File: config.mk
export PLATFORM = sky130hd
export DESIGN_NAME = decoder_stage_controller
export DESIGN_NICKNAME = d
export VERILOG_FILES = /design/src/rtl/decoder_stage_controller_pkg.sv /design/src/rtl/decoder_stage_controller_reducer.sv /design/src/rtl/decoder_stage_controller.sv
export SDC_FILE = /design/constraint.sdc
export NUM_CORES = 1
export LEC_CHECK = 0
export CAP_MARGIN = 10
export CORE_MARGIN = 4
export CORE_UTILIZATION = 20
export CTS_CLUSTER_DIAMETER = 120
export DETAILED_ROUTE_END_ITERATION = 10
export MAX_ROUTING_LAYER = met4
export PLACE_DENSITY_LB_ADDON = 0.25
export RECOVER_POWER = 50
export SYNTH_ARGS = -nofsm -noshare
export SYNTH_HDL_FRONTEND = slang
export SYNTH_SLANG_ARGS = --single-unit
File: constraint.sdc
create_clock -name clk -period 1.6 [get_ports clk]
set_clock_uncertainty 0.1 [all_clocks]
set_input_delay 0.32 -clock clk [delete_from_list [all_inputs] [get_ports clk]]
set_output_delay 0.32 -clock clk [all_outputs]
set_load 0.01 [all_outputs]
File: src/rtl/decoder_stage_controller_pkg.sv
// Shared stage codes and state encoding for the union-find decoder sequencer.
// Stage codes match what every processing_unit decodes on stage_in.
package decoder_stage_controller_pkg;

  localparam int unsigned STAGE_WIDTH = 3;

  localparam logic [STAGE_WIDTH-1:0] STAGE_IDLE                = 3'd0;
  localparam logic [STAGE_WIDTH-1:0] STAGE_SPREAD_CLUSTER      = 3'd1;
  localparam logic [STAGE_WIDTH-1:0] STAGE_GROW_BOUNDARY       = 3'd2;
  localparam logic [STAGE_WIDTH-1:0] STAGE_SYNC_IS_ODD_CLUSTER = 3'd3;
  localparam logic [STAGE_WIDTH-1:0] STAGE_MEASUREMENT_LOADING = 3'd4;

  // State encoding reuses the stage codes so stage_out is a direct copy of the state
  typedef enum logic [STAGE_WIDTH-1:0] {
    ST_IDLE   = STAGE_IDLE,
    ST_SPREAD = STAGE_SPREAD_CLUSTER,
    ST_GROW   = STAGE_GROW_BOUNDARY,
    ST_SYNC   = STAGE_SYNC_IS_ODD_CLUSTER,
    ST_LOAD   = STAGE_MEASUREMENT_LOADING,
    ST_DONE   = 3'd5
  } state_t;

  function automatic logic [STAGE_WIDTH-1:0] stage_of(input state_t s);
    return (s == ST_DONE) ? STAGE_IDLE : STAGE_WIDTH'(s);
  endfunction

  function automatic int unsigned cnt_width(input int unsigned n);
    return (n > 1) ? $clog2(n) : 1;
  endfunction

endpackage

File: src/rtl/decoder_stage_controller_reducer.sv
// Registered OR-reduction of the per-PU status vectors (one cycle latency).
module pu_status_reducer #(
  parameter int unsigned PU_COUNT = 100
) (
  input  logic                clk,
  input  logic                reset,
  input  logic [PU_COUNT-1:0] pu_is_processing,
  input  logic [PU_COUNT-1:0] pu_is_odd_cluster,
  output logic                any_processing,
  output logic                any_odd
);

  always_ff @(posedge clk) begin
    if (reset) begin
      any_processing <= 1'b0;
      any_odd        <= 1'b0;
    end else begin
      any_processing <= |pu_is_processing;
      any_odd        <= |pu_is_odd_cluster;
    end
  end

endmodule

File: src/rtl/decoder_stage_controller.sv
// Central stage sequencer for the union-find PU array: load, then grow/spread/sync
// rounds until no odd cluster remains or the round limit is reached.
module decoder_stage_controller
  import decoder_stage_controller_pkg::*;
#(
  parameter int unsigned CODE_DISTANCE           = 5,
  parameter int unsigned ITERATION_COUNTER_WIDTH = 8,
  parameter int unsigned MAX_ITERATION           = 10,
  parameter int unsigned SPREAD_SETTLE_CYCLES    = 3,
  parameter int unsigned SYNC_CYCLES             = 2,
  localparam int unsigned PU_COUNT = CODE_DISTANCE * CODE_DISTANCE * (CODE_DISTANCE - 1)
) (
  input  logic                               clk,
  input  logic                               reset,
  input  logic                               start,
  input  logic [PU_COUNT-1:0]                pu_is_processing,
  input  logic [PU_COUNT-1:0]                pu_is_odd_cluster,
  output logic [STAGE_WIDTH-1:0]             stage_out,
  output logic                               busy,
  output logic                               done,
  output logic                               timeout,
  output logic [ITERATION_COUNTER_WIDTH-1:0] iteration_count
);

  localparam int unsigned SETTLE_W = cnt_width(SPREAD_SETTLE_CYCLES);
  localparam int unsigned SYNC_W   = cnt_width(SYNC_CYCLES);
  localparam logic [SETTLE_W-1:0] SETTLE_LAST = SETTLE_W'(SPREAD_SETTLE_CYCLES - 1);
  localparam logic [SYNC_W-1:0]   SYNC_LAST   = SYNC_W'(SYNC_CYCLES - 1);
  localparam logic [ITERATION_COUNTER_WIDTH-1:0] ITER_MAX =
    ITERATION_COUNTER_WIDTH'(MAX_ITERATION);

  state_t                               state, state_n;
  logic [SETTLE_W-1:0]                  settle, settle_n;
  logic [SYNC_W-1:0]                    sync_cnt, sync_n;
  logic [ITERATION_COUNTER_WIDTH-1:0]   iter_n, iter_inc;
  logic                                 timeout_n;
  logic                                 any_processing, any_odd;

  pu_status_reducer #(.PU_COUNT(PU_COUNT)) u_reducer (
    .clk               (clk),
    .reset             (reset),
    .pu_is_processing  (pu_is_processing),
    .pu_is_odd_cluster (pu_is_odd_cluster),
    .any_processing    (any_processing),
    .any_odd           (any_odd)
  );

  // Grow-round counter saturates at the round limit instead of wrapping
  assign iter_inc = (iteration_count >= ITER_MAX)
                    ? iteration_count
                    : iteration_count + ITERATION_COUNTER_WIDTH'(1);

  always_comb begin
    state_n   = state;
    settle_n  = settle;
    sync_n    = sync_cnt;
    iter_n    = iteration_count;
    timeout_n = timeout;
    unique case (state)
      ST_IDLE: begin
        if (start) begin
          state_n   = ST_LOAD;
          iter_n    = '0;
          timeout_n = 1'b0;
        end
      end
      ST_LOAD: begin
        state_n = ST_GROW;
        iter_n  = iter_inc;
      end
      ST_GROW: begin
        state_n  = ST_SPREAD;
        settle_n = '0;
      end
      ST_SPREAD: begin
        if (any_processing) begin
          settle_n = '0;
        end else if (settle == SETTLE_LAST) begin
          state_n = ST_SYNC;
          sync_n  = '0;
        end else begin
          settle_n = settle + SETTLE_W'(1);
        end
      end
      ST_SYNC: begin
        if (sync_cnt == SYNC_LAST) begin
          if (!any_odd) begin
            state_n = ST_DONE;
          end else if (iteration_count == ITER_MAX) begin
            state_n   = ST_DONE;
            timeout_n = 1'b1;
          end else begin
            state_n = ST_GROW;
            iter_n  = iter_inc;
          end
        end else begin
          sync_n = sync_cnt + SYNC_W'(1);
        end
      end
      ST_DONE: state_n = ST_IDLE;
      default: state_n = ST_IDLE;
    endcase
  end

  // Outputs are registered from the next state so they line up with the state register
  always_ff @(posedge clk) begin
    if (reset) begin
      state           <= ST_IDLE;
      settle          <= '0;
      sync_cnt        <= '0;
      stage_out       <= STAGE_IDLE;
      busy            <= 1'b0;
      done            <= 1'b0;
      timeout         <= 1'b0;
      iteration_count <= '0;
    end else begin
      state           <= state_n;
      settle          <= settle_n;
      sync_cnt        <= sync_n;
      stage_out       <= stage_of(state_n);
      busy            <= (state_n == ST_LOAD) || (state_n == ST_GROW) ||
                         (state_n == ST_SPREAD) || (state_n == ST_SYNC);
      done            <= (state_n == ST_DONE);
      timeout         <= timeout_n;
      iteration_count <= iter_n;
    end
  end

endmodule

==> flow_summary.yaml, run 1 <==
power:
  powerDensity_mw_per_mm2: 442.8
  leakagePower_nw: 1.516
  report.power.total_mw: 1.806
  peakVddDrop_mv: 0.3483
place:
  gp_congestion: 0.7994
  placed_area_mm2: 0.003816
  placed_cells: 477
  dpl.hpwl_um: 6716
  portBuffers: 216
layout:
  fin_cells: 485
  postLayoutCoreUtil_pct: 60.35
  final_cell_area_mm2: 0.004078
  syn2layout_area_growth_pct: 195.5
  antennaDiodeCount: 0
  finalNetCount: 612
  drive_gt1_share_pct: 16.30
  final_cell_mix: "clkdlybuf4s50_1, nor4_1, dfxtp_1, buf_4, nor4_2"
  layout_commonest_cell: "clkdlybuf4s50_1"
synthesis:
  netlist_instances: 166
  synth.avg_cell_area_um2: 8.314
  synth_flop_cell: "dfxtp_1"
  synth_edf_count: 0
  syn_area_mm2: 0.001380
  synth_seq_cells: 22
  async_reset_ff_share_pct: 0
  netlist-cell-type-count: 36
  seq_area_frac_synth_pct: 31.91
  syn_nets: 372
  yosysWarnings: 0
sta:
  rsz0062_at_grt: "yes"
  finalCritPeriodShare_pct: 112.5
  finalHoldViolCount: 0
  setup_ws_ns: -0.1996
  setup_violations: 13
  timing.hold.ws_ns: 0.4124
  fin_crit_ns: 1.800
  slew_headroom_pct: 78.54
  worst_pin_slew_ns: 0.3204
  drv_slew: 0
  fmaxAchievable_mhz: 555.7
clock_tree:
  clk_latency_ns: 0.26
  cts_made_buffers: 3
  htree_levels: 1
  clock-root-buffer: "clkbuf_8"
  hold_buffers: 0
  path_clk_slew_ns: 0.08
  clk_path_buf_depth: 2
  cts_tree: "built"
  clock-sinks: 22
setup_path:
  worstPathArrival_ns: 1.91
  crit_type: "register to register"
  cp-end-kind: "register"
  critical_path.max_fanout: 6
  required_ns: 1.71
  worst_setup_path_start_kind: "register"
global_routing:
  gr-total-overflow: 0
  antenna_found_initial: 0
  grt_max_degree: 14
  grt_usage_pct: 17.23
  met1_usage_pct: 16.78
  use_met2_pct: 35.25
  grt_pass1_vias: 2478
  grt-busiest-layer: "met2"
  grt_first_pass_wirelength_um: 11360
  gr-usage-met3_pct: 3.563
floorplan:
  io-pin-count: 217
  coreArea_mm2: 0.006756
  core.rowCount: 30
  die-area_mm2: 0.008294
  start_util_pct: 20.43
  die_h_um: 91.07
  die_w_um: 91.07
outcome:
  violations: "setup timing"
  outcome: "finished, violations left"
job:
  drv_cap: 0
route:
  drcViolationCount: 0
  detail_route.vias_per_cell: 4.854
  wire_per_inst_um: 15.60
  via_count: 2354
  firstDrtPassIters: 4
  drt_iter0_drc: 21
  antenna_left: 0
  wl_um: 7565
hold_path:
  hp-class: "register to register"
-- registers in the layout, summed over array words and instances, names as in the netlist --
signal and cells:
busy 1, u_reducer.any_processing 1, sync_cnt 1, state 3, iteration_count 8, timeout 1
done 1, settle 2, stage_out 3, u_reducer.any_odd 1
-- final cells by class --
class,count,area [um2]
multi-input combinational,138,1085
tap,80,100.1
inverter,3,13.76
fill,602,2679
sequential,22,452.9
timing repair buffer,238,2360
clock buffer,4,66.31
-- metrics by stage --
stage,setup WS [ns],setup TNS (ns)
final,-0.1996,-1.510
after global routing,-0.2832,-2.622
after CTS,-0.2128,-1.344
after detailed placement,-0.4473,-3.892
after global placement,-0.4329,-3.456
after floorplan,-0.1198,-0.5005
-- final timing paths --
check | start | endpoint | slack [ns] | cells after the start
setup / recovery | iteration_count[0] | iteration_count[3] | -0.20 | 7
hold / removal | timeout | timeout | 0.41 | 1
setup reg to reg | iteration_count[0] | iteration_count[3] | -0.20 | 7
hold reg to reg | timeout | timeout | 0.41 | 1
-- cell usage after synthesis (2+ instances only) --
cell type | instances | share of area [%]
a21oi_1 | 7 | 2.5
and2_1 | 7 | 3.2
and2b_2 | 2 | 1.3
and3_1 | 2 | 0.91
clkbuf_1 | 2 | 0.54
dfxtp_1 | 22 | 32
ha_1 | 3 | 2.7
inv_1 | 3 | 0.82
mux2i_1 | 2 | 1.5
nand2_1 | 6 | 1.6
nand3_1 | 3 | 1.1
nand3b_1 | 3 | 1.6
nand4_1 | 10 | 4.5
nor2_1 | 11 | 3.0
nor2b_1 | 2 | 0.91
nor3_1 | 5 | 1.8
nor4_1 | 53 | 24
o21a_1 | 3 | 1.6
or2b_1 | 2 | 1.1
or3_2 | 2 | 1.1
-- cells by family (layout without fill, tap and decap cells) --
logic type	count (synthesis)	in the layout	synth area share (%)
AO/OA/AOI/OAI	19	19	11.61
XOR/XNOR	1	1	0.6347
adder cells (fa/ha/maj)	3	3	2.720
buffers and inverters	6	245	1.904
flip-flops	22	22	31.91
multiplexers	2	2	1.451
AND/OR/NAND/NOR	113	113	49.77
-- critical path, cell delays in order (launching register included) --
cell	delay [ns]
dfxtp_4	0.37
inv_4	0.04
ha_4	0.16
o31ai_4	0.23
o211ai_2	0.13
a221oi_4	0.39
and4_1	0.24
o21a_1	0.10
-- metal layers --
metal | part of all wire (%) | up-vias | wire length [um]
li1 | - | 1154 | -
met1 | 34 | 1049 | 2609
met2 | 55 | 141 | 4192
met3 | 9.2 | 10 | 696
met4 | 0.89 | 0 | 67
met5 | 0 | - | 0
-- report_power, final --
group	switching, mW	total [mW]	internal (mW)
registers	0.0238	0.593	0.570
logic	0.187	0.762	0.575
clock network	0.179	0.451	0.271
total	0.390	1.81	1.42
-- repair_timing --
item	4_1_cts	5_1_grt
pin swaps	3	15
resized for setup	20	34
hold endpoints to repair	0	0
setup buffers	1	3
endpoints found under the setup margin	24	23
(Power assumes the default switching activity.)
==> inputs of run 2 (changes only) <==
--- a/config.mk
+++ b/config.mk
@@ -10,6 +10,7 @@
 export CORE_UTILIZATION = 20
 export CTS_CLUSTER_DIAMETER = 120
 export DETAILED_ROUTE_END_ITERATION = 10
+export GPL_TIMING_DRIVEN = 0
 export MAX_ROUTING_LAYER = met4
 export PLACE_DENSITY_LB_ADDON = 0.25
 export RECOVER_POWER = 50
==> constraint.sdc (replaced) <==
create_clock -name clk -period 1.6 [get_ports clk]
set_clock_uncertainty 0.1 [all_clocks]
set_input_delay 0.32 -clock clk [delete_from_list [all_inputs] [get_ports clk]]
set_output_delay 0.32 -clock clk [all_outputs]
set_load 0.02 [all_outputs]
==> flow_summary.yaml, run 2 (synthesized netlist as in run 1, its figures left out) <==
route:
  detail_route.vias_per_cell: 4.876
  drt_iter0_drc: 64
  drcViolationCount: 0
  wire_per_inst_um: 16.44
  antenna_left: 0
  via_count: 2287
  firstDrtPassIters: 4
  wl_um: 7709
outcome:
  violations: "setup timing"
  outcome: "finished, violations left"
layout:
  largestRegisters: "iteration_count: 8 flops, stage_out: 3 flops, state: 3 flops"
  layout_commonest_cell: "clkdlybuf4s50_1"
  largest_reg_flops: 8
  drive_gt1_share_pct: 15.42
  antennaDiodeCount: 0
  final_cell_mix: "clkdlybuf4s50_1, nor4_1, nor4_2"
  finalNetCount: 596
  syn2layout_area_growth_pct: 186.5
  regMostFlops: "iteration_count"
  n_fill_cell: 605
floorplan:
  coreArea_mm2: 0.006756
  die_h_um: 91.07
  die-area_mm2: 0.008294
  die_w_um: 91.07
  core.rowCount: 30
  io-pin-count: 217
  start_util_pct: 20.43
global_routing:
  grt_max_degree: 13
  grt_pass1_vias: 2383
  grt_first_pass_wirelength_um: 11730
  gr-usage-met3_pct: 4.474
  grt_usage_pct: 17.93
  met1_usage_pct: 17.30
  use_met2_pct: 35.74
  gr-total-overflow: 0
  antenna_found_initial: 0
  grt-busiest-layer: "met2"
place:
  gp_congestion: 0.8481
  pre_cts_ws_ns: -0.4757
  dpl.hpwl_um: 7004
  portBuffers: 216
sta:
  slew_headroom_pct: 70.26
  setup_violations: 10
  timing.hold.ws_ns: 0.3540
  worst_pin_slew_ns: 0.4460
  finalCritPeriodShare_pct: 109.4
  setup_ws_ns: -0.1505
  finalHoldViolCount: 0
  fmaxAchievable_mhz: 571.3
  fin_crit_ns: 1.751
  rsz0062_at_grt: "yes"
  drv_slew: 0
power:
  peakVddDrop_mv: 0.2609
  powerDensity_mw_per_mm2: 432.8
  leakagePower_nw: 1.454
clock_tree:
  clk_latency_ns: 0.26
  clock-root-buffer: "clkbuf_8"
  clock-sinks: 22
  cts_tree: "built"
  htree_levels: 1
  hold_buffers: 0
  path_clk_slew_ns: 0.08
  cts_made_buffers: 3
  clk_path_buf_depth: 2
setup_path:
  required_ns: 1.66
  worst_setup_path_start_kind: "register"
  r2r-start: "iteration_count[5]"
  crit_type: "register to register"
  worstPathArrival_ns: 1.81
  cp-end-kind: "register"
  critical_path.max_fanout: 6
  crit_start: "iteration_count[5]"
hold_path:
  hp-class: "input port to register"
  hold_start: "start"
job:
  drv_cap: 0
-- run 2: cell count changes in the layout (fill, tap and decap cells not counted), sizes merged --
| cell | before | now |
|---|---|---|
| buf | 22 | 5 |
| clkdlybuf4s50 | 202 | 193 |
| dlygate4sd2 | 5 | 12 |
| clkbuf | 4 | 7 |
| clkdlybuf4s15 | 2 | 0 |
| dlymetal6s2s | 6 | 8 |
| clkdlybuf4s25 | 1 | 0 |
| dlygate4sd3 | 0 | 1 |
-- run 2: path summary, 6_finish.rpt --
path,end,slack [ns],depth (start not counted)
setup / recovery,iteration_count[2],-0.15,5
hold reg to reg,timeout,0.37,1
setup reg to reg,iteration_count[2],-0.15,5
hold / removal,stage_out[2],0.35,3
-- run 2: per-layer routing --
metal	wire length, um	vias to the layer above
met1	2708	1019
met3	647	10
met5	0	-
li1	-	1124
met2	4224	134
met4	128	0
-- run 2: cell type report --
type	count	area, um2	area share (%)
Timing Repair Buffer	220	2188	55.35
Multi-Input combinational cell	138	1125	28.45
Sequential cell	22	456.7	11.55
Tap cell	80	100.1	2.532
Clock buffer	4	55.05	1.392
Buffer	2	15.01	0.3797
Inverter	3	13.76	0.3481
-- run 2: critical path, cell delays in order (launching register included) --
cell	delay [ns]
dfxtp_2	0.34
or4_4	0.56
o21ai_4	0.20
a221oi_4	0.12
and3_1	0.16
o21a_1	0.17
-- run 2: per-stage QoR --
| stage | util [%] | TNS (ns) | power [mW] | cells | cell area, um2 |
|---|---|---|---|---|---|
| floorplan | - | -0.6988 | 0.7472 | 166 | 1430 |
| finish | 58.52 | -1.163 | 1.711 | 469 | 3954 |
| detailed placement | 54.65 | -4.010 | 1.305 | 462 | 3692 |
| CTS | 56.22 | -1.583 | 1.713 | 470 | 3799 |
| global route | 58.52 | -2.003 | 1.801 | 469 | 3954 |
| global placement | 54.65 | -3.784 | 1.287 | 462 | 3692 |
-- run 2: power by group --
part	switching [mW]	internal, mW
clock network	0.174	0.219
logic	0.193	0.533
registers	0.0233	0.568
total	0.391	1.32
-- run 2: what timing repair did --
action,4_1_cts,5_1_grt
buffers inserted,4,0
pin swaps,11,17
endpoints found under the setup margin,27,22
resized for setup,20,41
gates cloned,0,0
==> edit (config.mk and constraints of run 2) <==
Register the output `stage_out` once more, cleared by the reset; this adds one clock of latency there. The other outputs are not delayed to match.
--- a/src/rtl/decoder_stage_controller.sv
+++ b/src/rtl/decoder_stage_controller.sv
@@ -29,4 +29,6 @@
   localparam logic [ITERATION_COUNTER_WIDTH-1:0] ITER_MAX =
     ITERATION_COUNTER_WIDTH'(MAX_ITERATION);
+
+  logic [STAGE_WIDTH-1:0] stage_s0;
 
   state_t                               state, state_n;
@@ -109,5 +111,5 @@
       settle          <= '0;
       sync_cnt        <= '0;
-      stage_out       <= STAGE_IDLE;
+      stage_s0        <= STAGE_IDLE;
       busy            <= 1'b0;
       done            <= 1'b0;
@@ -118,5 +120,5 @@
       settle          <= settle_n;
       sync_cnt        <= sync_n;
-      stage_out       <= stage_of(state_n);
+      stage_s0        <= stage_of(state_n);
       busy            <= (state_n == ST_LOAD) || (state_n == ST_GROW) ||
                          (state_n == ST_SPREAD) || (state_n == ST_SYNC);
@@ -127,4 +129,12 @@
   end
 
+  always_ff @(posedge clk) begin
+    if (reset) begin
+      stage_out <= '0;
+    end else begin
+      stage_out <= stage_s0;
+    end
+  end
+
 endmodule
 
Behaviour: not the same (a bounded check fails within 4 cycles, from zero or initial values and one cycle with reset high).
==> edit against run 2 <==
- the run still ends with negative setup slack left
- largest power group unchanged
- cell area up 3.7%
- clock power is 4% lower
- largest cell class unchanged
- critical endpoint is now stage_s0[0]
- worst setup slack got worse by 75 ps
- synthesized area is 4.2% higher
- first-iteration DRC count shrank 14%
- via count grew 3.4%
- power grew 4.3%
- sequential cell count increased by 3
- routed wire length up 0.12%
- hold slack worse by 9.1 ps
==> edit: results (changes against run 2) <==
status:
  violations: "negative setup slack"
  outcome: "complete, but fails checks"
hold_path:
  hold_path_class: "reg -> reg"
  min-delay-start: "stage_s0[2]"
placed_design:
  hpwl_mm: 6.67  # -4.7%
  place_ws_ps: -344  # +131 ps
  gp_congestion: 0.830  # -2.1%
global_route:
  met2_usage_pct: 33.7  # -2.1 points
  global_route_wire_length_before_repair_mm: 11.2  # -4.4%
  track_usage_pct: 16.6  # -1.4 points
  gr-usage-met3_pct: 4.31  # -0.17 points
  met1_grt_util_pct: 15.2  # -2.1 points
drt:
  m1WireLength_mm: 2.69  # -0.74%
  detail_route.first_pass.iterations: 3  # -1
  met2WireLength_mm: 4.19  # -0.90%
  routed_wirelength_mm: 7.72  # +0.12%
  drtIter0Drc: 55  # -14%
layout:
  num-fill-cells: 621  # +2.6%
  num-nets-final: 610  # +2.3%
timing:
  fin_setup_tns_ps: -2090  # -926 ps
  setup_viol: 13  # +3
  fin_hold_ws_ps: 345  # -9.14 ps
  post-route-worst-setup-slack_ps: -226  # -75.2 ps
logic_synthesis:
  synth-compound-area-share_pct: 12.6  # +1.0 points
  yosys.area_share.xor_xnor_pct: 0.609  # -0.025 points
  post_synth.cell_area_avg_um2: 8.17  # -1.7%
  synth_sequential_area_ratio_pct: 34.8  # +2.9 points
  synth_top_cells_by_area: "sky130_fd_sc_hd__dfxtp_1, sky130_fd_sc_hd__nor4_1, sky130_fd_sc_hd__nand4_1, sky130_fd_sc_hd__a21oi_1, sky130_fd_sc_hd__nor2_1"
setup_path:
  worstRegToRegCells: 6  # +1
  cp-startpoint: "iteration_count[4]"
  delay_of_the_slowest_cell_on_the_worst_path_ps: 540  # -20 ps
-- edit: where the power goes --
group / internal (mW) / total, mW / switching (mW)
registers: 0.649 / 0.671 / 0.0214
clock network: 0.178 / 0.379 / 0.201
logic: 0.527 / 0.735 / 0.208
total: 1.35 / 1.78 / 0.431
-- edit: worst reg2reg max path, stage by stage, from the launching register on --
cell,delay (ps)
sky130_fd_sc_hd__dfxtp_2,350
sky130_fd_sc_hd__or4_4,540
sky130_fd_sc_hd__o31ai_4,260
sky130_fd_sc_hd__buf_6,170
sky130_fd_sc_hd__nand2_2,80
sky130_fd_sc_hd__a21oi_2,150
sky130_fd_sc_hd__and2_1,130
-- edit: final cells by class --
cell class / count / area share, %
repair buffers: 223 / 54.4
multi-input cells: 141 / 28.0
flip-flops and latches: 25 / 12.5
well taps: 96 / 2.93
clock buffers: 3 / 1.01
inverters: 7 / 0.641
plain buffers: 3 / 0.397
clock inverters: 1 / 0.153
